<file path="src/rtl/glbl_cfg_pkg.sv">
// Shared constants, register-map offsets and bus types for the global config bank.
package glbl_cfg_pkg;

  // Byte that must be written to LOCK[7:0] to open the CFG words for writing.
  localparam logic [7:0] UNLOCK_KEY = 8'hA5;

  // Word offsets of the fixed registers, relative to the first word after the CFG array.
  localparam int unsigned OFS_INT_STAT = 0;
  localparam int unsigned OFS_INT_MASK = 1;
  localparam int unsigned OFS_LOCK     = 2;
  localparam int unsigned OFS_ID       = 3;
  localparam int unsigned OFS_DATE     = 4;
  localparam int unsigned OFS_REV      = 5;

  // One reg-bus request as seen by the bank.
  typedef struct packed {
    logic        cs;
    logic        wr;
    logic [7:0]  addr;
    logic [31:0] wdata;
    logic [3:0]  be;
  } reg_req_t;

  // Handshake sequencer: IDLE accepts, ACK is the one-cycle acknowledge,
  // HOLD waits for the master to drop cs so a held request commits once.
  typedef enum logic [1:0] {
    HS_IDLE = 2'd0,
    HS_ACK  = 2'd1,
    HS_HOLD = 2'd2
  } hs_state_t;

  // Expand four byte enables into a 32-bit bit mask.
  function automatic logic [31:0] be_mask(input logic [3:0] be);
    return {{8{be[3]}}, {8{be[2]}}, {8{be[1]}}, {8{be[0]}}};
  endfunction

endpackage

</file>
<file path="src/rtl/gen_32b_reg.sv">
// Generic 32-bit register with per-byte write enables and a parametrised reset value.
module gen_32b_reg
  import glbl_cfg_pkg::*;
#(
  parameter logic [31:0] RST = 32'h0
) (
  input  logic        clk,
  input  logic        rst_n,
  input  logic        we,
  input  logic [3:0]  be,
  input  logic [31:0] wdata,
  output logic [31:0] q
);

  // Merge enabled bytes of wdata into the stored word.
  always_ff @(posedge clk or negedge rst_n) begin
    if (!rst_n) begin
      q <= RST;
    end else if (we) begin
      q <= (q & ~be_mask(be)) | (wdata & be_mask(be));
    end
  end

endmodule

</file>
<file path="src/rtl/glbl_int_ctrl.sv">
// Interrupt block: event detection, sticky write-1-to-clear status, mask and registered irq.
module glbl_int_ctrl #(
  parameter int INT_W    = 8,
  parameter int INT_EDGE = 1
) (
  input  logic             clk,
  input  logic             rst_n,
  input  logic [INT_W-1:0] int_src,
  input  logic             stat_we,
  input  logic             mask_we,
  input  logic [INT_W-1:0] wmask,
  input  logic [INT_W-1:0] wbits,
  output logic [31:0]      stat,
  output logic [31:0]      mask,
  output logic             irq
);

  logic [INT_W-1:0] src_q;
  logic [INT_W-1:0] set_ev;
  logic [INT_W-1:0] clr;
  logic [INT_W-1:0] stat_q;
  logic [INT_W-1:0] mask_q;

  // Events: rising edge in edge mode, raw level in level mode.
  assign set_ev = (INT_EDGE != 0) ? (int_src & ~src_q) : int_src;
  assign clr    = stat_we ? wbits : '0;

  // Status, mask, edge history and irq flops; a set in the same cycle as a clear wins.
  always_ff @(posedge clk or negedge rst_n) begin
    if (!rst_n) begin
      src_q  <= '0;
      stat_q <= '0;
      mask_q <= '0;
      irq    <= 1'b0;
    end else begin
      src_q  <= int_src;
      stat_q <= (stat_q & ~clr) | set_ev;
      if (mask_we) begin
        mask_q <= (mask_q & ~wmask) | wbits;
      end
      irq    <= |(stat_q & mask_q);
    end
  end

  // Zero-extend to bus width; bits at and above INT_W read as 0.
  always_comb begin
    stat              = '0;
    mask              = '0;
    stat[INT_W-1:0]   = stat_q;
    mask[INT_W-1:0]   = mask_q;
  end

endmodule

</file>
<file path="src/rtl/glbl_cfg_bank.sv">
// Global config/status register bank: NUM_CFG lockable RW words, interrupt
// status/mask, write-lock key and read-only identification words.
// Handshake: a request is taken when reg_cs is high in IDLE; the following
// cycle reg_ack pulses once with reg_rdata (old word contents) and reg_err.
// The master must drop reg_cs after seeing reg_ack before the next request.
module glbl_cfg_bank
  import glbl_cfg_pkg::*;
#(
  parameter int                    NUM_CFG  = 8,
  parameter logic [NUM_CFG*32-1:0] CFG_RST  = '0,
  parameter int                    INT_W    = 8,
  parameter int                    INT_EDGE = 1,
  parameter logic [31:0]           CHIP_ID  = 32'h4C66_8354,
  parameter logic [31:0]           REL_DATE = 32'h1603_2022,
  parameter logic [31:0]           REV      = 32'h0001_6000
) (
  input  logic                  mclk,
  input  logic                  reset_n,
  input  logic                  reg_cs,
  input  logic                  reg_wr,
  input  logic [7:0]            reg_addr,
  input  logic [31:0]           reg_wdata,
  input  logic [3:0]            reg_be,
  output logic [31:0]           reg_rdata,
  output logic                  reg_ack,
  output logic                  reg_err,
  input  logic [INT_W-1:0]      int_src,
  output logic [NUM_CFG*32-1:0] cfg_out,
  output logic                  irq
);

  localparam logic [5:0] IDX_STAT = 6'(NUM_CFG + OFS_INT_STAT);
  localparam logic [5:0] IDX_MASK = 6'(NUM_CFG + OFS_INT_MASK);
  localparam logic [5:0] IDX_LOCK = 6'(NUM_CFG + OFS_LOCK);
  localparam logic [5:0] IDX_ID   = 6'(NUM_CFG + OFS_ID);
  localparam logic [5:0] IDX_DATE = 6'(NUM_CFG + OFS_DATE);
  localparam logic [5:0] IDX_REV  = 6'(NUM_CFG + OFS_REV);

  reg_req_t         req;
  hs_state_t        state;
  hs_state_t        state_nxt;
  logic             accept;
  logic             wr_en;
  logic [5:0]       idx;
  logic             unused_addr_lsb;
  logic             lock;
  logic [NUM_CFG-1:0] cfg_we;
  logic [31:0]      rd_data;
  logic             rd_err;
  logic [31:0]      int_stat;
  logic [31:0]      int_mask;
  logic [INT_W-1:0] int_wmask;
  logic [INT_W-1:0] int_wbits;

  assign req             = '{cs: reg_cs, wr: reg_wr, addr: reg_addr, wdata: reg_wdata, be: reg_be};
  assign idx             = req.addr[7:2];
  assign unused_addr_lsb = ^req.addr[1:0];
  assign wr_en           = accept & req.wr;

  // Handshake state register.
  always_ff @(posedge mclk or negedge reset_n) begin
    if (!reset_n) begin
      state <= HS_IDLE;
    end else begin
      state <= state_nxt;
    end
  end

  // Handshake next state: one ack per request, then wait for cs to drop.
  always_comb begin
    state_nxt = state;
    case (state)
      HS_IDLE: if (req.cs) state_nxt = HS_ACK;
      HS_ACK:  state_nxt = req.cs ? HS_HOLD : HS_IDLE;
      HS_HOLD: if (!req.cs) state_nxt = HS_IDLE;
      default: state_nxt = HS_IDLE;
    endcase
  end

  // Handshake outputs: accept strobe and the ack decoded from the state flop.
  always_comb begin
    accept  = (state == HS_IDLE) && req.cs;
    reg_ack = (state == HS_ACK);
  end

  // Capture read data and error status on the accepting edge.
  always_ff @(posedge mclk or negedge reset_n) begin
    if (!reset_n) begin
      reg_rdata <= '0;
      reg_err   <= 1'b0;
    end else begin
      if (accept) begin
        reg_rdata <= rd_data;
      end
      reg_err <= accept ? rd_err : 1'b0;
    end
  end

  // Lock: only the unlock key clears it; any other byte-0 write sets it.
  always_ff @(posedge mclk or negedge reset_n) begin
    if (!reset_n) begin
      lock <= 1'b1;
    end else if (wr_en && (idx == IDX_LOCK) && req.be[0]) begin
      lock <= (req.wdata[7:0] != UNLOCK_KEY);
    end
  end

  // Read mux and error decode for the addressed word.
  always_comb begin
    rd_data = '0;
    rd_err  = 1'b0;
    if (idx < IDX_STAT) begin
      for (int i = 0; i < NUM_CFG; i++) begin
        if (idx == 6'(i)) rd_data = cfg_out[32*i +: 32];
      end
      rd_err = req.wr & lock;
    end else if (idx == IDX_STAT) begin
      rd_data = int_stat;
    end else if (idx == IDX_MASK) begin
      rd_data = int_mask;
    end else if (idx == IDX_LOCK) begin
      rd_data = {31'b0, lock};
    end else if (idx == IDX_ID) begin
      rd_data = CHIP_ID;
      rd_err  = req.wr;
    end else if (idx == IDX_DATE) begin
      rd_data = REL_DATE;
      rd_err  = req.wr;
    end else if (idx == IDX_REV) begin
      rd_data = REV;
      rd_err  = req.wr;
    end else begin
      rd_err  = 1'b1;
    end
  end

  for (genvar g = 0; g < NUM_CFG; g++) begin : g_cfg
    assign cfg_we[g] = wr_en & ~lock & (idx == 6'(g));
    gen_32b_reg #(.RST(CFG_RST[32*g +: 32])) u_reg (
      .clk   (mclk),
      .rst_n (reset_n),
      .we    (cfg_we[g]),
      .be    (req.be),
      .wdata (req.wdata),
      .q     (cfg_out[32*g +: 32])
    );
  end

  for (genvar b = 0; b < INT_W; b++) begin : g_intw
    assign int_wmask[b] = req.be[b/8];
    assign int_wbits[b] = req.wdata[b] & req.be[b/8];
  end

  glbl_int_ctrl #(.INT_W(INT_W), .INT_EDGE(INT_EDGE)) u_int (
    .clk     (mclk),
    .rst_n   (reset_n),
    .int_src (int_src),
    .stat_we (wr_en && (idx == IDX_STAT)),
    .mask_we (wr_en && (idx == IDX_MASK)),
    .wmask   (int_wmask),
    .wbits   (int_wbits),
    .stat    (int_stat),
    .mask    (int_mask),
    .irq     (irq)
  );

endmodule

</file>
<file path="config.mk">
export PLATFORM = sky130hd
export DESIGN_NAME = glbl_cfg_bank
export DESIGN_NICKNAME = d
export VERILOG_FILES = /design/src/rtl/glbl_cfg_pkg.sv /design/src/rtl/gen_32b_reg.sv /design/src/rtl/glbl_int_ctrl.sv /design/src/rtl/glbl_cfg_bank.sv
export SDC_FILE = /design/constraint.sdc
export NUM_CORES = 1
export LEC_CHECK = 0
export CORE_MARGIN = 3
export CORE_UTILIZATION = 46
export DETAILED_ROUTE_END_ITERATION = 10
export PLACE_DENSITY = 0.86
export SYNTH_ARGS = -nofsm -noshare
export SYNTH_HDL_FRONTEND = slang
export SYNTH_HIERARCHICAL = 1
export SYNTH_SLANG_ARGS = --single-unit
</file>
<file path="constraint.sdc">
create_clock -name mclk -period 2.57 [get_ports mclk]
set_input_delay 0.257 -clock mclk [delete_from_list [all_inputs] [get_ports mclk]]
set_output_delay 0.257 -clock mclk [all_outputs]
set_load 0.03 [all_outputs]
</file>
**Yosys cells after proc, flatten, opt, wreduce, memory -nomap -nowiden**

Index checks and enable logic that the tools add are counted.

- Input port bits: 56
- Logic and storage cells: 119
- Output and inout port bits: 291
- Register bits after elaboration: 317

- Eq/ne operators: 18
- Reduce and logical (&&, ||, !) cells: 9
- Multiplexer cells: 28
- Order comparisons: 1
- Bitwise gates (word level): 47

Operator list:

| cell | number |
|---|---|
| bitwise AND 32 bit | 9 |
| 2-to-1 mux 32 bit | 9 |
| bitwise OR 32 bit | 8 |
| 2-to-1 mux 31 bit | 4 |
| equality test 6 x 4 -> 1 bit, second input constant | 6 |
| bitwise AND 8 bit | 4 |
| NOT 32 bit | 1 |
| 2-to-1 mux 29 bit | 1 |
| equality test 6 x 3 -> 1 bit, second input constant | 4 |
| NOT 8 bit | 3 |
| bitwise AND 1 bit | 19 |
| 2-to-1 mux 17 bit | 1 |
| bitwise OR 8 bit | 2 |
| equality test 6 x 2 -> 1 bit, second input constant | 2 |
| 2-to-1 mux 1 bit | 8 |
| 2-to-1 mux 8 bit | 1 |
| != test 8 bit, second input constant | 1 |
| OR reduction 8 bit | 1 |
| equality test 6 x 1 -> 1 bit, second input constant | 1 |
| logical NOT 6 bit | 1 |
| less-than comparator 6 x 4 -> 1 bit, second input constant | 1 |
| 2-to-1 mux 2 bit | 3 |
| one-hot mux 2 bit (3 select lines) | 1 |
| logical AND 1 bit | 5 |
| other kinds (6) | 7 |

**Depth between registers and ports, before layout**

Gate-level depths: netlist of run 1.

- Depth after elaboration: 10
- Depth in mapped cells: 9
- Depth with buffers taken out: 7

**Modules after synthesis**

Netlist of run 1, hierarchy kept.

Modules (own cells, without submodules):

| module | area each (um^2) | cells each | seq. area each (um^2) | instances |
|---|---|---|---|---|
| gen_32b_reg | 1186.1 | 68 | 800.8 | 8 |
| glbl_cfg_bank | 4209.0 | 548 | 902.1 | 1 |
| glbl_int_ctrl | 1292.5 | 122 | 625.6 | 1 |

**Worst setup path before layout of run 1**

No wires, ideal clock.

- Path type: flip-flop to flip-flop
- Start: register state[0]
- End: register with a tool-made name
- Period minus slack after synthesis: 2.413 ns
- Cell stages (with the launch flop): 10
- Path slack: 0.157 ns
- Library setup time: 0.125 ns
- Buffers on the path: 2
- Data arrival time: 2.288 ns
- Data required time: 2.445 ns
- Cell sequence: dfrtp_1 or3b_1 buf_2 inv_1 nand2_1 or2_2 clkbuf_1 nor2b_1 nand2_2 mux2_2

RTL lines:

| item | line | RTL |
|---|---|---|
| start: declaration | glbl_cfg_bank.sv:40 | `hs_state_t state;` |
| start signal: assignment | glbl_cfg_bank.sv:65 | `state <= state_nxt;` |

==> flow_summary.yaml, run 1 <==
synthesis:
  ys_seq_area_frac: 0.5293
  synth.ff_latch_count: 317
  yosys-top-cells-area: "dfrtp_1, mux2_2, buf_4"
  netlist_area_um2: 14990
  synth.largest_area_cell: "dfrtp_1"
  synth_flop_cell: "dfrtp_1"
  synth-edff-count: 0
  synth.distinct_cells: 59
  syn_inst: 1214
  netlist.area_leader.share: 0.5275
  post_synth.cell_area_avg_um2: 12.35
  synthArstFlopShare: 1.000
  ys_warn_count: 6
grt:
  grt_pass1_vias: 13490
  grt_max_degree: 100
  grt_overflow_total: 0
  track_usage: 0.3166
  grt_pass1_wl_um: 84640
  antenna_found_initial: 3
floorplan:
  die-width_um: 186.5
  initial_core_util: 0.4714
  core_um2: 31800
  die_area_um2: 34790
  die_height_um: 186.5
  rows: 65
  io_pins: 347
timing:
  min_period_ns: 2.496
  drv_slew: 0
  hold_viol: 0
  finalCritPeriodShare: 0.9711
  relSlewSlack: 0.4359
  fmax_ghz: 0.4007
  finClkSkew_ns: 0.009583
  rsz0062_at_grt: "false"
  setup_viol: 0
  tightest_slew_ns: 0.8461
  fin_ws_ns: 0.07425
worst_setup_path:
  end_kind: "flop"
  rrSetupSlack_ns: 0.07
  crit_path_start_kind: "flop"
  critPathKind: "reg2reg"
  worst-r2r-cell-count: 8
  cp_data_required_time_ns: 2.96
  cp.arrival_ns: 2.89
  cp_max_fo: 8
  r2r_start: "state[0]"
run:
  max-cap-violations: 0
pwr:
  max-vdd-ir-drop_uv: 466.1
  finalPower_mw: 12.20
  leakagePower_nw: 9.549
  p_per_area_nw_per_um2: 590.2
cells_and_area:
  multiInputGateArea_um2: 6461
  finalNonFillerCells: 2113
  fillers: 2358
  final_nets: 1708
  regArea_um2: 7934
  syn2layout_area_growth_pct: 37.89
  drive_above_1_share: 0.2912
cts:
  clk_latency_ns: 0.51
  numCtsBuffers: 35
  cts_tree: "done"
  numClockSinks: 317
  clk_pin_slew_ns: 0.06
  htreeDepth: 2
  cts_buffer_depth: 3
  cts_setup_buffers: 0
  cts_root_buf: "clkbuf_16"
detailed_routing:
  wl_per_cell_um: 26.89
  route.detailed.drc: 0
  ant_nets: 0
  vias_per_cell: 6.130
  drt-total-wl_um: 56820
  detail_route.first_pass.iterations: 5
  drt_iter0_drc: 1326
  vias: 12950
hold_path:
  hold_end: "u_int/src_q[2]"
  hold_path_depth: 1
  hp-start: "int_src[2]"
  hold_path.class: "in2reg"
place:
  port_buffers: 344
  place_ws_ns: -0.2162
  placed_cells: 2049
  hpwl_um: 40310
  place_congestion: 0.9152
run_status:
  status: "completed"
[logic make-up after synthesis]
family / count (synthesis) / synth area share
other: 1 / 0.0002502
DFF: 317 / 0.5293
and+or+nand+nor: 227 / 0.08196
buffers and inverters: 131 / 0.05192
muxes: 264 / 0.1981
AOI/OAI and AO/OA: 274 / 0.1385
[metal layers]
layer,up-vias,share of wire,track usage
li1,5371,-,-
met1,6542,0.39,0.4118
met2,865,0.46,0.5038
met3,172,0.10,0.08491
met4,2,0.045,0.1355
met5,-,0.00019,0
[worst max-delay path by stage]
stage	startpoint	to	slack, ns	cells past startpoint
finish	state[0]	flop	0.07	8
global route	state[0]	flop	0.02	8
CTS	state[0]	flop	0.11	8
detailed placement	reg_cs	flop	-0.22	9
global placement	reg_cs	flop	-0.20	9
floorplan	state[0]	flop	0.16	9
[critical path: stages (launching register included)]
cell and delay (ns):
dfrtp_1 0.39, or3b_2 0.51, inv_1 0.11, nand2_1 0.07
or2_2 0.38, nor2b_1 0.20, buf_4 0.15, nand2_2 0.22
mux2_2 0.36
[placed cells by master (no fill, tap or decap), types with 6 or more instances in the layout]
| cell type | instances |
|---|---|
| clkdlybuf4s50_1 | 343 |
| dfrtp_1 | 316 |
| mux2_2 | 262 |
| buf_4 | 111 |
| nor2_1 | 54 |
| conb_1 | 48 |
| a21oi_1 | 44 |
| clkbuf_16 | 35 |
| nand2_1 | 34 |
| nand2_2 | 33 |
| o21ai_0 | 31 |
| and3_1 | 31 |
| o22ai_1 | 24 |
| a221oi_1 | 24 |
| a22o_1 | 21 |
| o221ai_1 | 20 |
| and2_1 | 18 |
| a222oi_1 | 18 |
| inv_1 | 15 |
| a22oi_1 | 14 |
| buf_12 | 14 |
| clkbuf_1 | 12 |
| nand3_1 | 11 |
| a2111oi_0 | 11 |
| nor2b_1 | 10 |
| a221o_1 | 10 |
| nor3_1 | 10 |
| clkbuf_8 | 9 |
| o2bb2ai_1 | 7 |
| o211ai_1 | 7 |
| or3_1 | 6 |
[report_power, final]
part,leakage (nW),internal (mW),switching (mW),total [mW]
clock,0.541,2.88,2.00,4.88
sequential,4.30,5.23,0.220,5.45
combinational,4.71,0.759,1.11,1.87
total,9.55,8.87,3.33,12.2
[final cells by class]
class	count	share of cell area
Multi-Input combinational cell	813	0.3126
Tap cell	435	0.02633
Inverter	15	0.002724
Clock buffer	56	0.05054
Sequential cell	317	0.3838
Timing Repair Buffer	470	0.2212
Clock inverter	5	0.002603
Antenna cell	2	0.0002421
[timing repair]
item | in CTS | in global routing
hold buffers | 1 | 0
endpoints found under the hold margin | 88 | 0
resized for setup | 0 | 0
[synthesized netlist by cell type, types with 6 or more instances]
cell,n
mux2_2,262
dfrtp_1,316
buf_6,6
o211ai_1,7
inv_1,15
a2111oi_0,11
a221o_1,10
nand2_2,33
o221ai_1,20
clkbuf_1,25
nand2_1,34
o2bb2ai_1,7
a222oi_1,18
o22ai_1,24
a22o_1,21
nor2b_1,10
buf_4,49
and3_1,31
nand3_1,11
or3_1,6
and2_1,19
buf_2,33
nor2_1,54
nor3_1,11
a21oi_1,44
o21ai_0,31
a22oi_1,14
a221oi_1,24
[stage by stage]
| stage | hold WS (ns) | area, um^2 | setup TNS [ns] | utilization |
|---|---|---|---|---|
| after CTS | 0.2313 | 20670 | 0 | 0.6499 |
| after global placement | 0.3454 | 19560 | -40.30 | 0.6150 |
| after floorplan | -0.03859 | 15170 | 0 | - |
| after detailed placement | 0.3466 | 19560 | -43.54 | 0.6150 |
| final | 0.2523 | 20670 | 0 | 0.6500 |
| after global routing | 0.2357 | 20670 | 0 | 0.6500 |
(Power assumes the default switching activity.)
==> run 2: changes to the inputs <==
- CORE_UTILIZATION: 46 -> 55
- PLACE_DENSITY: 0.86 -> 0.95
- clock period: 2.57 -> 3.15 ns (I/O delays scaled with it)
==> flow_summary.yaml, run 2 (same netlist as run 1, synthesis figures left out) <==
timing:
  fin_hold_ws_ns: 0.2676
  finClkSkew_ns: 0.02459
  fin_ws_ns: 0.2671
  drv_slew: 0
  fmax_ghz: 0.3469
  relSlewSlack: 0.3370
  min_period_ns: 2.883
  rsz0062_at_grt: "false"
  hold_viol: 0
  finalCritPeriodShare: 0.9152
  setup_viol: 0
  tightest_slew_ns: 0.9944
place:
  hpwl_um: 38370
  place_congestion: 0.9634
  placed_cells: 1891
  port_buffers: 344
  place_ws_ns: -0.07663
cells_and_area:
  final_nets: 1650
  final_cell_mix: "clkdlybuf4s50_1, dfrtp_1, mux2_2"
  drive_above_1_share: 0.2699
  final_common_cell: "clkdlybuf4s50_1"
  syn2layout_area_growth_pct: 34.03
  finalNonFillerCells: 1955
grt:
  grt_pass1_vias: 13440
  grt_pass1_wl_um: 83150
  grt_max_degree: 79
  track_usage: 0.3784
  grt_overflow_total: 0
  antenna_found_initial: 2
cts:
  cts_setup_buffers: 0
  cts_buffer_depth: 3
  clk_latency_ns: 0.52
  htreeDepth: 2
  cts.hold.buffers_added: 1
  cts_root_buf: "clkbuf_16"
  numCtsBuffers: 35
  cts-resized-gates: 0
  clk_pin_slew_ns: 0.06
  numClockSinks: 317
  cts_tree: "done"
worst_setup_path:
  end_kind: "flop"
  crit_path_start_kind: "flop"
  critical_path.top_delay_family: "simple AND/OR/NAND/NOR gates"
  cp_slowest_stage_delay_ns: 0.65
  cp.arrival_ns: 3.33
  cp_cell_sequence: "or3b_2 -> inv_1 -> buf_4 -> nand2_1 -> nor3_1 -> a2111o_1"
  critPathBufInv: 2
  cp_data_required_time_ns: 3.59
  cp_max_fo: 31
  critPathKind: "reg2reg"
  cp_slowest_cell: "nor3_1"
floorplan:
  initial_core_util: 0.5672
  die_height_um: 171.1
  io_pins: 347
  die_area_um2: 29270
  rows: 59
  die-width_um: 171.1
  core_um2: 26430
pwr:
  p_per_area_nw_per_um2: 510.7
  leakagePower_nw: 9.281
  p_switching_mw: 2.781
  power_switching_share: 0.2710
  pwr-share-clk: 0.421
  max-vdd-ir-drop_uv: 499.4
  intPower_mw: 7.481
  power_frac_comb: 0.145
  finalPower_mw: 10.26
  pwr-share-seq: 0.434
hold_path:
  hold_path.class: "in2reg"
detailed_routing:
  drt_iter0_drc: 1708
  vias_per_cell: 6.664
  detail_route.first_pass.iterations: 5
  wl_per_cell_um: 28.86
  ant_nets: 0
  vias: 13030
  route.detailed.drc: 0
  drt-total-wl_um: 56430
run_status:
  status: "completed"
run:
  max-cap-violations: 0
run 2: changes by cell type in the layout (fill, tap and decap cells not counted):
| cell | delta |
|---|---|
| and2_1 | +1 |
| and2_2 | -1 |
| buf_12 | -11 |
| buf_4 | -47 |
| bufinv_16 | +3 |
| clkbuf_1 | -7 |
| clkbuf_16 | +1 |
| clkbuf_8 | -1 |
| clkinv_2 | +1 |
| clkinv_8 | +1 |
| clkinvlp_4 | +2 |
| diode_2 | -1 |
| inv_8 | +1 |
run 2: power by group through the flow:
stage	Sequential (mW)	Combinational (mW)	Clock, mW
finish	4.45	1.49	4.32
global placement	4.49	1.43	0
detailed placement	4.51	1.46	0
floorplan	4.83	0.390	0
global route	4.46	1.56	4.53
CTS	4.44	1.48	4.34
run 2: layout make-up:
| cell class | count | area, um^2 |
|---|---|---|
| tap | 335 | 419.2 |
| clock buffer | 49 | 1030 |
| antenna | 1 | 2.502 |
| timing repair buffer | 412 | 3999 |
| multi-input combinational | 813 | 6460 |
| clock inverter | 13 | 191.4 |
| fill | 1610 | 6336 |
| sequential | 317 | 7934 |
| inverter | 15 | 56.30 |
run 2: worst reg2reg max path, stage by stage (launching register included):
cell and delay, ns:
dfrtp_1 0.39, or3b_2 0.52, inv_1 0.11, buf_4 0.40
nand2_1 0.50, nor3_1 0.65, a2111o_1 0.26
run 2: per-layer routing:
metal,global-route usage,routed length [um],share of wire
met1,0.4847,20180,0.36
met2,0.5887,25790,0.46
met4,0.2015,3461,0.061
met5,0,13,0.00023
met3,0.1065,6972,0.12
run 2: final timing paths:
path | start | end | slack [ns] | cells after the start
worst max-delay path | state[0] | reg_rdata[27] | 0.27 | 6
worst min-delay path | int_src[5] | u_int/src_q[5] | 0.27 | 1
worst max register to register | state[0] | reg_rdata[27] | 0.27 | 6
worst min register to register | reg_rdata[13] | reg_rdata[13] | 0.52 | 1
max in group asynchronous | reset_n | asynchronous set/reset pin | 1.83 | 3
min in group asynchronous | reset_n | asynchronous set/reset pin | 0.38 | 2
run 2: stage by stage:
step	setup TNS, ns	util	cell area, um^2
2_1_floorplan	0	-	15170
3_3_place_gp	0	0.7136	18860
3_5_place_dp	-1.245	0.7136	18860
4_1_cts	0	0.7602	20090
5_1_grt	0	0.7602	20090
6_report	0	0.7603	20090
